$ cat config.mk
export PLATFORM = sky130hd
export DESIGN_NAME = mem_arbiter
export DESIGN_NICKNAME = d
export VERILOG_FILES = /design/src/rtl/mem_arbiter.sv
export SDC_FILE = /design/constraint.sdc
export NUM_CORES = 1
export LEC_CHECK = 0
export CAP_MARGIN = 0
export CORE_AREA = 2 2 288 290
export CTS_CLUSTER_DIAMETER = 50
export DETAILED_ROUTE_END_ITERATION = 16
export DIE_AREA = 0 0 290 292
export SKIP_LAST_GASP = 1
export SLEW_MARGIN = 20
export SYNTH_ARGS = -nofsm -noshare
export SYNTH_HDL_FRONTEND = slang
export SYNTH_SLANG_ARGS = --single-unit
$ cat constraint.sdc
create_clock -name clk -period 3.63 [get_ports clk]
set_input_delay 0.726 -clock clk [delete_from_list [all_inputs] [get_ports clk]]
set_output_delay 0.726 -clock clk [all_outputs]
set_load 0.005 [all_outputs]
$ cat src/rtl/mem_arbiter.sv
// Main-memory front end: arbitrates I-cache and D-cache line requests onto one
// memory port with a fixed, deterministic access latency.
`timescale 1ns/1ps
module mem_arbiter #(
    parameter int ADDR_W  = 32,
    parameter int LINE_W  = 128,
    parameter int LATENCY = 5
) (
    input  logic              clk,
    input  logic              rst,
    input  logic              i_req,
    input  logic [ADDR_W-1:0] i_addr,
    output logic              i_ack,
    output logic [LINE_W-1:0] i_line,
    input  logic              d_rd,
    input  logic              d_wr,
    input  logic [ADDR_W-1:0] d_addr,
    input  logic [LINE_W-1:0] d_wline,
    output logic              d_ack,
    output logic [LINE_W-1:0] d_line,
    output logic              mem_en,
    output logic              mem_we,
    output logic [ADDR_W-1:0] mem_addr,
    output logic [LINE_W-1:0] mem_wline,
    input  logic [LINE_W-1:0] mem_rline
);

    localparam int OFF   = $clog2(LINE_W / 8);
    localparam int CNT_W = (LATENCY > 1) ? $clog2(LATENCY) : 1;
    localparam logic [CNT_W-1:0]  CNT_LOAD   = CNT_W'(LATENCY - 1);
    localparam logic [CNT_W-1:0]  CNT_ZERO   = {CNT_W{1'b0}};
    localparam logic [ADDR_W-1:0] ALIGN_MASK = ~((ADDR_W'(1) << OFF) - ADDR_W'(1));

    typedef enum logic [1:0] {
        ST_IDLE = 2'd0,
        ST_BUSY = 2'd1,
        ST_RESP = 2'd2
    } state_t;

    state_t            state_r, state_s;
    logic [CNT_W-1:0]  cnt_r, cnt_s;
    logic              last_d_r, last_d_s;   // 1: D-cache won the last grant
    logic              src_d_r, src_d_s;
    logic              we_r, we_s;
    logic [ADDR_W-1:0] addr_r, addr_s;
    logic [LINE_W-1:0] wline_r, wline_s;
    logic              mem_en_r, mem_en_s;
    logic              mem_we_r, mem_we_s;
    logic              i_ack_r, i_ack_s;
    logic              d_ack_r, d_ack_s;
    logic [LINE_W-1:0] i_line_r, i_line_s;
    logic [LINE_W-1:0] d_line_r, d_line_s;
    logic              d_req_s;
    logic              grant_d_s;

    // Next-state, arbitration and registered-output decode
    always_comb begin
        state_s   = state_r;
        cnt_s     = cnt_r;
        last_d_s  = last_d_r;
        src_d_s   = src_d_r;
        we_s      = we_r;
        addr_s    = addr_r;
        wline_s   = wline_r;
        i_line_s  = i_line_r;
        d_line_s  = d_line_r;
        d_req_s   = d_rd | d_wr;
        grant_d_s = 1'b0;

        case (state_r)
            ST_IDLE: begin
                if (i_req || d_req_s) begin
                    // On a tie the side not served last wins
                    grant_d_s = d_req_s && (!i_req || !last_d_r);
                    src_d_s   = grant_d_s;
                    last_d_s  = grant_d_s;
                    we_s      = grant_d_s && d_wr;
                    addr_s    = (grant_d_s ? d_addr : i_addr) & ALIGN_MASK;
                    wline_s   = grant_d_s ? d_wline : {LINE_W{1'b0}};
                    cnt_s     = CNT_LOAD;
                    state_s   = ST_BUSY;
                end else begin
                    state_s   = ST_IDLE;
                end
            end
            ST_BUSY: begin
                if (cnt_r == CNT_ZERO) begin
                    state_s = ST_RESP;
                    if (!we_r) begin
                        if (src_d_r) begin
                            d_line_s = mem_rline;
                        end else begin
                            i_line_s = mem_rline;
                        end
                    end else begin
                        d_line_s = d_line_r;
                    end
                end else begin
                    cnt_s = cnt_r - CNT_W'(1);
                end
            end
            ST_RESP: begin
                state_s = ST_IDLE;
            end
            default: begin
                state_s = ST_IDLE;
            end
        endcase

        mem_en_s = (state_s == ST_BUSY) && (cnt_s == CNT_ZERO);
        mem_we_s = mem_en_s && we_s;
        i_ack_s  = (state_s == ST_RESP) && !src_d_s;
        d_ack_s  = (state_s == ST_RESP) && src_d_s;
    end

    // State and output registers; reset drops any transaction in flight
    always_ff @(posedge clk or negedge rst) begin
        if (!rst) begin
            state_r  <= ST_IDLE;
            cnt_r    <= CNT_ZERO;
            last_d_r <= 1'b0;
            src_d_r  <= 1'b0;
            we_r     <= 1'b0;
            addr_r   <= {ADDR_W{1'b0}};
            wline_r  <= {LINE_W{1'b0}};
            mem_en_r <= 1'b0;
            mem_we_r <= 1'b0;
            i_ack_r  <= 1'b0;
            d_ack_r  <= 1'b0;
            i_line_r <= {LINE_W{1'b0}};
            d_line_r <= {LINE_W{1'b0}};
        end else begin
            state_r  <= state_s;
            cnt_r    <= cnt_s;
            last_d_r <= last_d_s;
            src_d_r  <= src_d_s;
            we_r     <= we_s;
            addr_r   <= addr_s;
            wline_r  <= wline_s;
            mem_en_r <= mem_en_s;
            mem_we_r <= mem_we_s;
            i_ack_r  <= i_ack_s;
            d_ack_r  <= d_ack_s;
            i_line_r <= i_line_s;
            d_line_r <= d_line_s;
        end
    end

    assign i_ack     = i_ack_r;
    assign d_ack     = d_ack_r;
    assign i_line    = i_line_r;
    assign d_line    = d_line_r;
    assign mem_en    = mem_en_r;
    assign mem_we    = mem_we_r;
    assign mem_addr  = addr_r;
    assign mem_wline = wline_r;

endmodule

==> summary.md, run 1 <==
The flow ran to the end, and the final reports show no timing, DRC or antenna violations. Across the routed clock network, the largest skew measured is 0.0140 ns. The worst relative slew slack is 43.5%. The via count normalized by instance count was 3.95. The count of inserted antenna diode cells came out at 0.

Detailed placement finished with a half-perimeter wire length of 37400 um. Gates resized during post-CTS repair numbered 0. The run gives 22.8 mW as the post-route total power.

The synthesized netlist devotes 9.40% of its cell area to compound gates. TritonCTS built the clock tree. Summed over its instances, the top area cell type makes up 66.8% of the synthesized netlist area. The synthesized design spends more area on one cell type than any other, namely sky130_fd_sc_hd__dfrtp_1. At the end of the flow, the number of nets in the layout was 2093.

Ranked by total cell area, the synthesized netlist is headed by sky130_fd_sc_hd__dfrtp_1 (67%), sky130_fd_sc_hd__mux2_2 (18%), sky130_fd_sc_hd__a22o_1 (7.1%), sky130_fd_sc_hd__mux2i_1 (1.8%), sky130_fd_sc_hd__o21ai_0 (1.6%). The slew at the pin closest to its max-slew limit was 0.848 ns; the total negative slack was 0 ns. In this run, CTS created clock tree buffers numbering 52. For this design, the CTS-stage hold fixing added 0 buffers. The post-synthesis share of cell area spent on and, or, nand and nor gates came out at 0.803%. STA classifies the critical path startpoint as a flip-flop.

The worst setup path is captured at a flip-flop. Summed over all layers, the routed wires come to 50000 um. The logs give 5 for the number of iterations in the first detailed-routing pass and 4.08 ns for the required time reported for the critical path endpoint.

The final hold violation count came out at 0. DRC violation count after routing: 0. Entering global routing, the biggest net connects 95 pins. Compared with the post-synthesis result, the final layout area differs by 66.4%.

For the maximum level of the CTS H-tree, the log shows 2. The logs give 0.388 GHz for the maximum operating frequency and 0.790 for the final weighted congestion in routability-driven placement. The floorplan step set the die height to 292 um.

The worst setup slack after layout is 1.05 ns. The combined area of the multi-input logic cells is 4870 um2, and the max-slew violation count is 0. At the later pin of the worst-skew pair, clock insertion delay measures 0.58 ns.

The number of placement rows was 105. The worst path uses 71.1% of the clock period. In this run, synthesis produced a sequential element count of 424.

For the number of antenna violations at the first check in global routing, the log shows 1. The initial cell density of the core is 19.5%. Clock-pin slew was measured on the worst setup and hold paths at 0.06 ns.

The critical path is of the reg -> reg type. In this run the clock root is driven by a sky130_fd_sc_hd__clkbuf_16. In the final layout, the share of cells above drive strength 1 is 21.8%. The first global-routing pass estimated 76000 um of wire. The residual overflow from global routing is 0, and the number of primary I/O pins is 745. After the first detailed-routing iteration, the DRC count stood at 328. Most frequent standard cell in the layout excluding fill and tap cells: sky130_fd_sc_hd__clkdlybuf4s50_1.

Along the worst path, the maximum fanout reaches 78. Xor/xnor share of the synthesized area: 0%. The floorplan step defined a die boundary enclosing 84700 um2. After synthesis, flip-flops and latches occupy 66.8% of the total area.

The leakage power summed over all cells came out at 11.0 nW. The total of warnings raised by yosys is 0. In the layout the commonest cells are sky130_fd_sc_hd__clkdlybuf4s50_1 (731), sky130_fd_sc_hd__dfrtp_1 (424), sky130_fd_sc_hd__mux2_2 (257). The final number of setup-violating endpoints is 0, and the area of the core region is 81600 um2. The number of different library cells in the post-synthesis netlist came out at 34. The portion of synthesized area spent on multiplexers is 20.0%. Data arrival at the endpoint of the critical path: 3.03 ns. The largest family of logic cells by synthesized area was multiplexers. The mean post-synth cell area came out at 15.7 um2. Dividing the detail-routed wire length by the instance count gives 17.4 um. The count of nets left with antenna violations once routing finished came out at 0.

For this design the ratio of total power to cell area is 862 nW/um2. The tools report the post-synthesis cell count as 1010. The post-synthesis instance area was 15900 um2; the x dimension of the die was 290 um. For the maximum resistive drop on vdd, the log shows 306 uV. The run gives 12500 as the via count of the first global-routing pass. The synthesized netlist devotes 0.157% of its cell area to adder and majority cells.

Global routing used 11.4% of the available tracks across all layers. The tools report the number of buffers between clock root and the deepest sink as 3. The routed design could run at a clock period as short as 2.58 ns.

Setup repair after global routing left no endpoint under its margin. The number of setup buffers added after CTS is 0. Timing analysis after detailed placement gives a worst setup slack of 0.939 ns. The type of the worst min-delay path is in -> async.

The count of buffers inserted at the top-level ports was 732. The logs give 8010 for the count of fill cells added during filler insertion and 0 for the number of max-capacitance violations reported. The sequential cell area was 10600 um2; the total number of clock tree sinks was 424. For this block, the via count after detailed routing is 11400.
-- per-stage QoR --
stage	area [um2]	hold slack, ns	instances	utilization [%]
after global placement	24600	0.486	2782	30.2
final	26400	0.182	2876	32.4
after floorplan	15900	0.430	1013	-
after detailed placement	24600	0.491	2782	30.2
after global routing	26400	0.215	2876	32.4
after CTS	26400	0.186	2876	32.4
-- registers in the layout (all words and copies together), names as in the netlist --
signal / cells
d_line: 128
i_line: 128
mem_wline: 128
mem_addr: 28
cnt_r: 3
state_r: 2
d_ack: 1
i_ack: 1
last_d_r: 1
mem_en: 1
mem_we: 1
src_d_r: 1
we_r: 1
-- path summary, 6_finish.rpt --
kind,from,endpoint,slack [ns],depth (start not counted)
max in group asynchronous,rst,d_line[52],2.53,2
max,cnt_r[0],d_line[26],1.05,7
max reg2reg,cnt_r[0],d_line[26],1.05,7
min,rst,i_line[100],0.18,1
min in group clk,d_line[25],d_line[25],0.50,1
min reg2reg,d_line[25],d_line[25],0.50,1
-- worst max-delay path: stages, from the launching register on --
cell and delay [ns]:
sky130_fd_sc_hd__dfrtp_1 0.39, sky130_fd_sc_hd__inv_1 0.12, sky130_fd_sc_hd__ha_1 0.23, sky130_fd_sc_hd__nand4bb_1 0.22
sky130_fd_sc_hd__inv_1 0.13, sky130_fd_sc_hd__nand3b_1 0.43, sky130_fd_sc_hd__buf_12 0.37, sky130_fd_sc_hd__mux2_2 0.39
-- cells in the mapped netlist --
| master | number |
|---|---|
| sky130_fd_sc_hd__or2_4 | 1 |
| sky130_fd_sc_hd__mux2_2 | 257 |
| sky130_fd_sc_hd__nand4bb_1 | 1 |
| sky130_fd_sc_hd__o21ai_0 | 52 |
| sky130_fd_sc_hd__mux2i_1 | 28 |
| sky130_fd_sc_hd__nor3b_1 | 1 |
| sky130_fd_sc_hd__a21o_1 | 1 |
| sky130_fd_sc_hd__nand3_1 | 2 |
| sky130_fd_sc_hd__nor2b_1 | 1 |
| sky130_fd_sc_hd__o21ai_1 | 7 |
| sky130_fd_sc_hd__nand2b_1 | 1 |
| sky130_fd_sc_hd__nor2_1 | 4 |
| sky130_fd_sc_hd__buf_6 | 11 |
| sky130_fd_sc_hd__a211oi_1 | 1 |
| sky130_fd_sc_hd__ha_1 | 2 |
| sky130_fd_sc_hd__nor4_1 | 2 |
| sky130_fd_sc_hd__dfrtp_1 | 424 |
| sky130_fd_sc_hd__conb_1 | 1 |
| sky130_fd_sc_hd__nand3b_1 | 1 |
| sky130_fd_sc_hd__buf_2 | 39 |
| sky130_fd_sc_hd__and2_1 | 1 |
| sky130_fd_sc_hd__or2_1 | 1 |
| sky130_fd_sc_hd__buf_4 | 8 |
| sky130_fd_sc_hd__clkbuf_1 | 15 |
| sky130_fd_sc_hd__nor3_1 | 3 |
| sky130_fd_sc_hd__a22o_1 | 128 |
| sky130_fd_sc_hd__inv_1 | 4 |
| sky130_fd_sc_hd__o211ai_1 | 1 |
| sky130_fd_sc_hd__a21bo_2 | 1 |
| sky130_fd_sc_hd__nand2_1 | 4 |
| sky130_fd_sc_hd__a21oi_1 | 2 |
| sky130_fd_sc_hd__a221oi_1 | 1 |
| sky130_fd_sc_hd__o2bb2ai_1 | 3 |
| sky130_fd_sc_hd__buf_1 | 1 |
-- power breakdown --
part | total [mW] | internal [mW] | switching, mW | leakage (nW)
registers | 8.26 | 6.97 | 1.29 | 5.20
clock network | 5.41 | 3.35 | 2.06 | 0.883
logic | 9.13 | 6.02 | 3.11 | 4.93
-- final cells by class --
class                      instances  share of cell area (%)
clock buffer                      69                    5.66
tap                             1070                    5.06
sequential                       424                    40.1
inverter                           4                  0.0568
multi-input combinational        511                    18.4
timing repair buffer             773                    29.4
clock inverter                    25                    1.29
-- metal layers --
layer | up-vias | part of all wire, % | global-route usage, %
met1 | 5544 | 39 | 12.8
met3 | 95 | 7.5 | 3.49
met5 | - | 0.026 | 0
met4 | 2 | 3.6 | 4.60
li1 | 5186 | - | -
met2 | 524 | 50 | 20.2
-- logic make-up (layout without fill, tap and decap cells) --
kind of cell / after synthesis / in the layout
flops: 424 / 424
mux: 285 / 285
compound gates: 197 / 197
buf+inv: 78 / 871
simple gates: 23 / 23
fa+ha+maj: 2 / 2
other cells: 1 / 4
No activity file was read; power rests on OpenSTA's default activity.
==> inputs of run 2 (changes only) <==
CORE_AREA = 2 2 290 292   (was 2 2 288 290)
DIE_AREA = 0 0 292 294   (was 0 0 290 292)
clock period = 2.3 ns   (was 3.63 ns; I/O delays follow)
==> run 2 against run 1 <==
  * Sequential share of layout area shrank 0.86 points
  * Design area up 2.2%
  * Wire length rose by 4.6%
  * Non-clock buffer count grew 36
  * Clock skew is 0.0054 ns higher
  * Clock-buffer cell count is the same
  * Sequential power increased by 59%
  * Largest cell class unchanged
  * Largest power group unchanged
  * Highest routed layer is now met4
==> summary.md, run 2 (synthesis gave the netlist of run 1 again) <==
The run finished with clean final reports. The detailed router finished its first iteration with 378 violations. 0 antenna diodes ended up in the layout.

The die covers 85800 um2. The tree built by TritonCTS fans out to 424 sinks. The max-slew violation count is 0. The critical path starts at cnt_r[0]. The via count normalized by instance count works out to 3.98. The analysis attributes to cell leakage a power of 11.3 nW.

The last element of the critical path was i_line[58]. In this run the worst path has a maximum fanout of 34. Derived from the worst setup path, the maximum achievable clock frequency is 0.461 GHz. Once the floorplan was initialized, standard cells occupied 19.2% of the core.

Leaving out fill and tap cells, the most frequent cell in the layout is sky130_fd_sc_hd__clkdlybuf4s50_1. STA puts the critical path data arrival time at 2.64 ns. Dividing the detail-routed wire length by the instance count gives 17.9 um. Worst setup slack for register-to-register paths: 0.13 ns. Setup repair after global routing left no endpoint under its margin. The clock period minus final worst setup slack is 2.17 ns. The met3 routed wirelength was 3820 um. The residual antenna-violating net count after detailed routing came out at 0.

The power density relative to cell area is 1380 nW/um2, and the area of the core region is 82900 um2. The first global-routing pass estimated 77900 um of wire. STA puts the critical path data required time at 2.77 ns. Across the routed clock network, the largest skew measured is 0.0194 ns. The count of buffers inserted at the top-level ports is 732, and the number of iterations in the first detailed-routing pass is 4.

In this run the critical register-to-register path is launched from cnt_r[0]. For the number of antenna violations at the first check in global routing, the log shows 0. The largest net degree at the start of global routing was 69; the global-route usage over all layers was 11.6%. The number of primary I/O pins was 745; the final weighted congestion in routability-driven placement was 0.806.

Clock-pin slew was measured on the worst setup and hold paths at 0.06 ns. CTS root buffer: sky130_fd_sc_hd__clkbuf_16. The run gives 2 as the maximum level of the CTS H-tree. For the sum of routed wire segments on met1, the log shows 20000 um. The number of placement rows came out at 106.

The die is 294 um tall. Via count of the first global-routing pass: 12700. Summed over all layers, the global routing overflow is 0. After layout, the worst path uses 94.3% of the clock period. For the number of CTS-inserted buffers, the log shows 55. The worst setup path is of the reg -> reg kind. X dimension of the die: 292 um. For this block, the routed nets add up to 52300 um of wire. After layout, the design draws a total of 37.2 mW. After routing, the total negative slack on setup checks comes to 0 ns.

STA classifies the critical path endpoint as a flip-flop. The worst-case IR drop observed on VDD is 538 uV. The post-route netlist has 23.7% of its cells at a drive strength greater than 1. The clock reaches the later pin of the worst-skew pair after 0.59 ns. The tools report the DRC violation count after routing as 0.

The tightest min-delay check is of the in -> async type. The top routing layer in use was met4. The tools report the final HPWL from detailed placement as 39700 um.

The worst reg2reg path depth was 7; the layout-stage area growth over the synthesis result was 70.1%. The tools report the endpoint of the lowest-slack register-to-register path as i_line[58]. The startpoint kind of the worst setup timing path was a flip-flop. The library cells used most frequently in the layout, excluding fill and tap cells, are sky130_fd_sc_hd__clkdlybuf4s50_1 (731), sky130_fd_sc_hd__dfrtp_1 (424), sky130_fd_sc_hd__mux2_2 (257). In the detailed route, the total length drawn on met2 is 27200 um. The final layout contains 2132 nets. TritonCTS built the clock tree. The final number of setup-violating endpoints came out at 0. The number of buffers between clock root and the deepest sink was 3. Max-cap violations in this run came to 0. The final hold violation count is 0, and the vias after detailed routing is 11700.
run 2: worst min path at each step:
stage                 endpoint  slack [ns]
finish               i_line[8]        0.38
global route        i_line[73]        0.39
CTS                 i_line[73]        0.35
detailed placement  i_line[79]        0.41
global placement     i_line[8]        0.41
floorplan             cnt_r[0]        0.16
run 2: power by group:
group,internal [mW],switching (mW)
sequential,11.0,2.08
clock,5.69,3.49
combinational,9.86,5.05
run 2: routing by layer:
metal  vias up  GRT usage [%]
li1       5305              -
met1      5787           13.0
met4         0           3.88
met5         -              0
met2       492           21.2
met3        87           3.14
run 2: layout make-up:
type | instances | area, um2
fill | 8088 | 55900
multi-input combinational | 511 | 4900
sequential | 424 | 10600
clock buffer | 69 | 1520
inverter | 4 | 15.0
timing repair buffer | 809 | 8140
tap | 1080 | 1350
clock inverter | 33 | 479
run 2: worst max-delay path, cell delays in order, from the launching register on:
cell and delay (ns):
sky130_fd_sc_hd__dfrtp_1 0.38, sky130_fd_sc_hd__inv_1 0.11, sky130_fd_sc_hd__ha_2 0.24, sky130_fd_sc_hd__nand4bb_4 0.15
sky130_fd_sc_hd__nor3_4 0.30, sky130_fd_sc_hd__buf_8 0.22, sky130_fd_sc_hd__buf_16 0.22, sky130_fd_sc_hd__mux2_2 0.37
run 2: through the flow:
stage | hold slack (ns) | setup slack (ns) | area (um2) | instances | util, %
floorplan | 0.164 | 0.472 | 15900 | 1013 | -
global placement | 0.406 | 0.0247 | 25000 | 2826 | 30.1
detailed placement | 0.411 | -0.0211 | 25000 | 2826 | 30.1
CTS | 0.352 | -0.00150 | 27000 | 2929 | 32.5
global route | 0.392 | 0.0322 | 27000 | 2930 | 32.6
finish | 0.378 | 0.132 | 27000 | 2930 | 32.6
run 2: timing repair:
item | in CTS | in global routing
hold buffers | 1 | 0
gates resized for setup | 1 | 6
endpoints found under the setup margin | 23 | 93
endpoints found under the hold margin | 19 | 0
pin swaps | 0 | 1
gates cloned | 0 | 0
setup buffers | 0 | 1
